--- src/rtl/dcache_write_buffer.sv ---
// dcache_write_buffer: posted, coalescing write buffer between a data cache and the memory bus
// Ports:
//   clk, rst                    clock, synchronous active-high reset
//   c_req_i, c_we_i, c_addr_i,  cache request; held until c_ready_o
//   c_wdata_i
//   c_ready_o, c_rdata_o        combinational completion and read data
//   bus_req_o, bus_we_o,        registered memory bus request
//   bus_addr_o, bus_wdata_o
//   bus_ready_i, bus_rdata_i    memory completion and read data
//   flush_i                     level; drains the buffer and holds off new bus reads
//   buf_empty_o, buf_count_o    registered occupancy status
module dcache_write_buffer #(
    parameter int ADDR_WIDTH = 32,
    parameter int DATA_WIDTH = 32,
    parameter int DEPTH      = 4
) (
    input  logic                    clk,
    input  logic                    rst,
    input  logic                    c_req_i,
    input  logic                    c_we_i,
    input  logic [ADDR_WIDTH-1:0]   c_addr_i,
    input  logic [DATA_WIDTH-1:0]   c_wdata_i,
    output logic                    c_ready_o,
    output logic [DATA_WIDTH-1:0]   c_rdata_o,
    output logic                    bus_req_o,
    output logic                    bus_we_o,
    output logic [ADDR_WIDTH-1:0]   bus_addr_o,
    output logic [DATA_WIDTH-1:0]   bus_wdata_o,
    input  logic                    bus_ready_i,
    input  logic [DATA_WIDTH-1:0]   bus_rdata_i,
    input  logic                    flush_i,
    output logic                    buf_empty_o,
    output logic [$clog2(DEPTH):0]  buf_count_o
);
    localparam int PW = $clog2(DEPTH);
    localparam int CW = PW + 1;

    typedef enum logic [1:0] {IDLE, DRAIN, READ} state_t;

    state_t                 state_q, state_d;
    logic [ADDR_WIDTH-1:0]  addr_q [DEPTH];
    logic [DATA_WIDTH-1:0]  data_q [DEPTH];
    logic [PW-1:0]          head_q, tail_q, idx, wr_idx;
    logic [CW-1:0]          count_q, count_d;
    logic                   bus_req_q, bus_we_q, buf_empty_q;
    logic [ADDR_WIDTH-1:0]  bus_addr_q;
    logic [DATA_WIDTH-1:0]  bus_wdata_q;
    logic                   wr_hit, rd_hit, full, wr_req, rd_req;
    logic                   enq, coal, pop, start_rd, start_dr;
    logic [DATA_WIDTH-1:0]  rd_data, drain_data;

    // Scan oldest to youngest so the last match is the youngest copy.
    // The head in flight may be forwarded from but never coalesced into.
    always_comb begin
        idx     = '0;
        wr_idx  = '0;
        wr_hit  = 1'b0;
        rd_hit  = 1'b0;
        rd_data = '0;
        for (int i = 0; i < DEPTH; i++) begin
            idx = head_q + PW'(i);
            if (CW'(i) < count_q && addr_q[idx] == c_addr_i) begin
                rd_hit  = 1'b1;
                rd_data = data_q[idx];
                if (!(state_q == DRAIN && i == 0)) begin
                    wr_hit = 1'b1;
                    wr_idx = idx;
                end
            end
        end
    end

    assign wr_req   = c_req_i && c_we_i;
    assign rd_req   = c_req_i && !c_we_i;
    assign full     = count_q == CW'(DEPTH);
    assign coal     = wr_req && wr_hit;
    assign enq      = wr_req && !wr_hit && !full;
    assign pop      = state_q == DRAIN && bus_ready_i;
    assign start_rd = state_q == IDLE && rd_req && !rd_hit && !full && !flush_i;
    assign start_dr = state_q == IDLE && !start_rd && count_q != '0;
    assign count_d  = count_q + CW'(enq) - CW'(pop);
    assign state_d  = start_rd ? READ :
                      start_dr ? DRAIN :
                      (state_q != IDLE && bus_ready_i) ? IDLE : state_q;
    // A coalesce into the head in the same cycle it launches must reach the bus.
    assign drain_data = (coal && wr_idx == head_q) ? c_wdata_i : data_q[head_q];

    assign c_ready_o = !rst && (wr_req ? (wr_hit || !full)
                                       : rd_req && (rd_hit || (state_q == READ && bus_ready_i)));
    assign c_rdata_o = rd_hit ? rd_data : bus_rdata_i;

    always_ff @(posedge clk) begin
        if (rst) begin
            state_q     <= IDLE;
            head_q      <= '0;
            tail_q      <= '0;
            count_q     <= '0;
            bus_req_q   <= 1'b0;
            bus_we_q    <= 1'b0;
            bus_addr_q  <= '0;
            bus_wdata_q <= '0;
            buf_empty_q <= 1'b1;
        end else begin
            if (enq) begin
                addr_q[tail_q] <= c_addr_i;
                data_q[tail_q] <= c_wdata_i;
                tail_q         <= tail_q + PW'(1);
            end
            if (coal)
                data_q[wr_idx] <= c_wdata_i;
            if (pop)
                head_q <= head_q + PW'(1);
            if (start_rd) begin
                bus_we_q   <= 1'b0;
                bus_addr_q <= c_addr_i;
            end
            if (start_dr) begin
                bus_we_q    <= 1'b1;
                bus_addr_q  <= addr_q[head_q];
                bus_wdata_q <= drain_data;
            end
            count_q     <= count_d;
            state_q     <= state_d;
            bus_req_q   <= state_d != IDLE;
            buf_empty_q <= count_d == '0 && state_d == IDLE;
        end
    end

    assign bus_req_o   = bus_req_q;
    assign bus_we_o    = bus_we_q;
    assign bus_addr_o  = bus_addr_q;
    assign bus_wdata_o = bus_wdata_q;
    assign buf_empty_o = buf_empty_q;
    assign buf_count_o = count_q;
endmodule
--- config.mk ---
export PLATFORM = sky130hd
export DESIGN_NAME = dcache_write_buffer
export DESIGN_NICKNAME = d
export VERILOG_FILES = /design/src/rtl/dcache_write_buffer.sv
export SDC_FILE = /design/constraint.sdc
export NUM_CORES = 1
export LEC_CHECK = 0
export ABC_CLOCK_PERIOD_IN_PS = 7800
export CAP_MARGIN = 30
export CORE_AREA = 5 5 235 237
export DETAILED_ROUTE_END_ITERATION = 10
export DIE_AREA = 0 0 240 242
export DONT_BUFFER_PORTS = 1
export PLACE_DENSITY_LB_ADDON = 0.25
export SYNTH_ARGS = -nofsm -noshare
export SYNTH_HDL_FRONTEND = slang
export SYNTH_SLANG_ARGS = --single-unit
--- constraint.sdc ---
create_clock -name clk -period 7.8 [get_ports clk]
set_input_delay 0.78 -clock clk [delete_from_list [all_inputs] [get_ports clk]]
set_output_delay 0.78 -clock clk [all_outputs]
set_load 0.02 [all_outputs]
== Yosys cells after proc, flatten, opt, wreduce, memory -nomap -nowiden ==
Memory sizes are Yosys's and may differ from the RTL's. A register that Yosys moved wholly into a read port is not among the register bits.
Cells that the tools add are included.
Storage, ports and cells
  ROM bits: 0
  bits in registers: 76
  memories kept: 2
  memory bits (writable): 256
  bits in latches: 0
  bits of input ports: 102
  logic and storage cells: 109
  output and inout bits: 103
Operators by class
  divide/modulo/power cells: 0
  reduce and logical (&&, ||, !) cells: 39
  add/sub/neg operators: 6
  shift-type cells: 0
  muxes and demuxes: 41
  eq/ne operators: 8
  multipliers: 0
  bitwise logic cells: 0
  $lt $le $gt $ge: 4
Memories
  addr_q: words 4, width 32, rd ports 4, clocked after Yosys merged registers in 1, wr ports 1, line 41  | logic [ADDR_WIDTH-1:0] addr_q [DEPTH];
  data_q: words 4, width 32, rd ports 4, clocked after Yosys merged registers in 1, wr ports 1, line 42  | logic [DATA_WIDTH-1:0] data_q [DEPTH];
Operators with widths (number)
  32-bit two-way mux: 9
  32-bit equality test: 4
  32-bit OR reduction: 1
  2-bit two-way mux: 13
  1-bit logical AND: 22
  1-bit two-way mux: 19
  1-bit logical NOT: 7
  1-bit by 3-bit less-than comparator with 1-bit output (first input constant): 2
  2-bit by 3-bit less-than comparator with 1-bit output (first input constant): 2
  2-bit nonzero test: 3
  2-bit by 1-bit adder with 2-bit output (second input constant): 2
  2-bit adder (second input constant): 2
  2-bit logical NOT: 2
  3-bit by 1-bit adder with 3-bit output: 1
  3-bit equality test (second input constant): 1
  3-bit logical NOT: 1
  3-bit nonzero test: 1
  3-bit by 1-bit subtractor with 3-bit output: 1
  2-bit by 1-bit equality test with 1-bit output (second input constant): 1
  2-bit equality test: 1
  2-bit equality test (second input constant): 1
  1-bit logical OR: 2

== Logic depth before layout (Yosys ltp) ==
An unclocked memory read counts as a cell.
  depth in word-level cells: 18
  gate-level depth with buffers: 21

== Worst setup path before layout ==
Ideal clock, no wire load.
  path type: register -> register
  start: reg head_q[0]
  end: mem data_q[2][0], enable pin
  path slack: 1.972 ns
  path buffers: 4
  cell stages (with the launch flop): 15
  data required time: 7.334 ns
  data arrival time: 5.362 ns
  period minus slack after synthesis: 5.828 ns
  cells stage by stage: dfxtp_1 -> buf_6 -> buf_6 -> buf_6 -> mux2i_1 -> mux2i_1 -> a2111oi_0 -> o2111ai_1 -> or4_1 -> or2_1 -> buf_2 -> a31oi_1 -> o22ai_1 -> or2_2 -> o21ai_0
On the way
  longest elaborated chain between the ends: 14
  elaborated cells between the ends (all ways): 31
  those cells by class: 3 x add/sub; 3 x eq/ne; 16 x mux; 8 x reduce/logical; 1 x memory
RTL lines
  from (decl): line 43  | logic [PW-1:0] head_q, tail_q, idx, wr_idx;
  from (signal assigned): line 112  | head_q <= head_q + PW'(1);
  branches (longest 14 deep; another with memory 4 x 32 bit)
  to (decl): line 42
Several ways; the timed one is not identified.

== Final worst setup path ==
  start: reg head_q[0]
  end: out c_ready_o
On the way
  longest elaborated chain between the ends: 11
  elaborated cells between the ends (all ways): 21
  those cells by class: 3 x add/sub; 3 x eq/ne; 7 x mux; 7 x reduce/logical; 1 x memory
RTL lines
  2-bit by 1-bit adder with 2-bit output: line 61  | idx = head_q + PW'(i);
  memory 4 x 32 bit (*)
  32-bit equality test: line 62  | if (CW'(i) < count_q && addr_q[idx] == c_addr_i) begin
  1-bit logical AND: line 62
  1-bit two-way mux (3 in series): line 62
  1-bit logical OR: line 89  | : rd_req && (rd_hit || (state_q == READ && bus_ready_i)));
  1-bit logical AND: line 89
  1-bit two-way mux (*): line 88  | assign c_ready_o = !rst && (wr_req ? (wr_hit || !full)
  1-bit logical AND (*): line 88
  to (decl): line 23  | output logic c_ready_o,
Mark *: on every way between the ends. The rest lies on a longest branch, timed or not.

==> qor.yml <==
outcome:
  status: "completed"
grt:
  grt_pass1_wl_um: 95500
  grt_overflow_total: 0
  antenna_found_initial: 1
  grt_pass1_vias: 14200
  grt_max_degree: 79
  grt_usage_pct: 21.5
timing:
  tightest_slew_ns: 0.953
  fin_ws_ns: 1.55
  finalMaxSlewViolations: 0
  fin_crit_ns: 6.25
  max_freq_mhz: 160
  post-route-period-util_pct: 80.1
  maxSlewHeadroom_pct: 36.4
  hold_ws_ns: 0.287
  rsz0062_at_grt: "no"
  skew_ns: 0.0378
  hold_violations: 0
  finalSetupViolCount: 0
  finalSetupTns_ns: 0
route:
  wl_per_cell_um: 27.5
  drtPass1Iterations: 7
  drc_errors: 0
  viasPerCell: 6.31
  finalWirelength_um: 64200
  drt_iter0_drc: 1601
  vias: 14700
  final_antenna_net_count: 0
floorplan:
  initial_core_util_pct: 39.5
  ioPinCount: 205
  coreArea_um2: 53100
  die_h_um: 242
  die_area_um2: 58100
  num_rows: 85
  die_x_um: 240
worst_setup_path:
  critPathLaunchType: "flop"
  reg2reg_depth: 12
  worst_r2r_startpoint: "head_q[0]"
  end_kind: "output port"
  cp_max_fo: 44
  r2r_end: "data_q[2][8]"
  cp.required_ns: 7.02
  critical_path_class: "flop to output port"
  rrSetupSlack_ns: 1.83
  cp.arrival_ns: 5.47
clock_network:
  post-cts-setup-buffers: 0
  cts_inserted_buffers: 40
  cts_resized: 0
  insertion_delay_ns: 0.58
  tritoncts: "yes"
  cts_hold_buf: 0
  clk_pin_slew_ns: 0.06
  cts_buffer_depth: 3
  root_buffer: "clkbuf_16"
  cts_num_sinks: 334
  cts.htree.levels: 2
power:
  power_density_nw_per_um2: 256
  p_int_w: 0.00379
  p_sw_w: 0.00203
  p_seq_share_pct: 44.2
  switching_share_pct: 34.9
  clkPwrFrac_pct: 30.2
  comb_power_share_pct: 25.6
  ir_drop_v: 0.000180
  p_leak_nw: 7.28
min_path:
  holdPathStages: 1
  min-delay-start: "rst"
  min_path_type: "primary input to flop"
  hold-path-endpoint: "bus_wdata_o[21]"
yosys:
  async_flop_share_pct: 0
  yosys_register_bits: 334
  syn_nets: 1801
  yosysTopAreaCell: "edfxtp_1"
  yosys.area.top_type_share_pct: 36.7
  yosysUniqueCellTypes: 67
  yosysWarnings: 0
  synth_edf_count: 256
  synth_area_leaders: "edfxtp_1 (37%), mux4_2 (22%), dfxtp_1 (7.5%)"
  ys_seq_area_share_pct: 44.2
  syn_avg_cell_area_um2: 12.4
  synth_area_um2: 20900
  synthFlopType: "edfxtp_1"
  synth_cells: 1690
placement:
  post-place-ws_ns: 1.82
  place_congestion: 0.946
  place_hpwl_um: 44700
  port_buffers: 0
  dpl_cell_area_um2: 21500
run:
  drv_cap: 0
cells_and_area:
  postLayoutCellArea_um2: 22700
  nNetsFinal: 1718
  drive_gt1_share_pct: 20.0
  area_delta_synth_final_pct: 8.49
[how the worst max path moves through the flow]
stage,from,end,slack (ns),depth (start not counted)
2_1_floorplan,head_q[0],data_q[2][0],1.97,14
3_3_place_gp,head_q[0],data_q[2][6],1.91,12
3_5_place_dp,head_q[0],data_q[2][8],1.82,12
4_1_cts,head_q[0],c_ready_o,1.58,10
5_1_grt,head_q[0],c_ready_o,1.27,11
6_report,head_q[0],c_ready_o,1.55,10
[logic make-up after synthesis]
family                     count (synthesis)  synth area share, %
buffers and inverters                    182                 4.02
muxes                                    343                 28.7
xor gates and xnor gates                 112                 4.69
DFF                                      334                 44.2
and+or+nand+nor                          462                 9.79
AOI/OAI and AO/OA                        248                 8.09
adders and majority gates                  9                0.574
[power groups by stage]
stage | registers (W) | clock network [W] | logic, W
2_1_floorplan | 0.00246 | 0 | 0.00123
3_3_place_gp | 0.00261 | 0 | 0.00146
3_5_place_dp | 0.00261 | 0 | 0.00149
4_1_cts | 0.00258 | 0.00179 | 0.00149
5_1_grt | 0.00260 | 0.00187 | 0.00162
6_report | 0.00257 | 0.00176 | 0.00149
[per-layer routing]
metal  global-route usage, %  share of wire [%]
met1                    29.2                 40
met2                    34.3                 48
met3                    5.53                9.4
met4                    6.14                3.0
met5                       0                  0
[placed cells by master (no fill, tap or decap), types with 5 or more instances in the layout]
master,Yosys,routed
buf_12,0,5
a311oi_1,25,25
nand2_1,245,244
clkbuf_8,0,5
o22ai_1,41,41
inv_1,24,24
clkbuf_1,91,16
nand2b_1,9,9
and3_1,6,6
o21ai_0,23,20
nor2_1,92,92
mux4_2,204,204
a22oi_1,5,5
nor3_1,5,5
mux2_2,12,12
clkbuf_16,0,40
mux2i_1,127,127
nor4_1,14,14
a31oi_1,6,6
xnor2_1,84,84
nand3_1,40,40
a211oi_1,44,44
and2_2,0,5
ha_1,8,8
dfxtp_1,78,74
nand4_1,24,24
a21oi_1,59,58
buf_4,10,25
o2111ai_1,5,5
nor2b_1,5,5
edfxtp_1,256,256
xor2_1,28,28
[worst max-delay path: stages, from the launching register on]
cell,delay [ns]
dfxtp_4,0.81
buf_4,0.48
mux4_2,0.57
xnor2_1,0.19
nand4_1,0.27
or4_1,0.65
nor2_4,0.50
buf_4,0.42
a21o_1,0.19
o311ai_0,0.14
a21oi_1,0.61
[cells in the mapped netlist (28+ instances only)]
master	number
a21oi_1	59
nand3_1	40
nand2_1	245
a211oi_1	44
mux4_2	204
mux2i_1	127
clkbuf_1	91
xnor2_1	84
dfxtp_1	78
o22ai_1	41
nor2_1	92
xor2_1	28
edfxtp_1	256
[final cells by class]
class	instances	area [um2]
clock buffers	61	1130
clock inverters	12	77.6
diodes	1	2.50
repair buffers	32	343
fillers	4775	30400
inverters	25	93.8
multi-input cells	1174	10900
flip-flops and latches	334	9260
well taps	696	871
[through the flow]
stage / util [%] / total power [W] / std cells
after floorplan: - / 0.00369 / 1690
after global placement: 40.3 / 0.00407 / 2255
after detailed placement: 40.5 / 0.00410 / 2261
after CTS: 42.8 / 0.00586 / 2334
after global routing: 42.8 / 0.00609 / 2334
final: 42.8 / 0.00582 / 2335
[sequential cells by signal, indices dropped and copies added (netlist names), named ones only]
register and count:
addr_q 128, bus_req_o 1, bus_addr_o 32, data_q 128
bus_wdata_o 32, buf_empty_o 1, state_q 2, head_q 2
bus_we_o 1, buf_count_o 3, tail_q 2
Note: power is estimated with default switching activity, not from simulation.
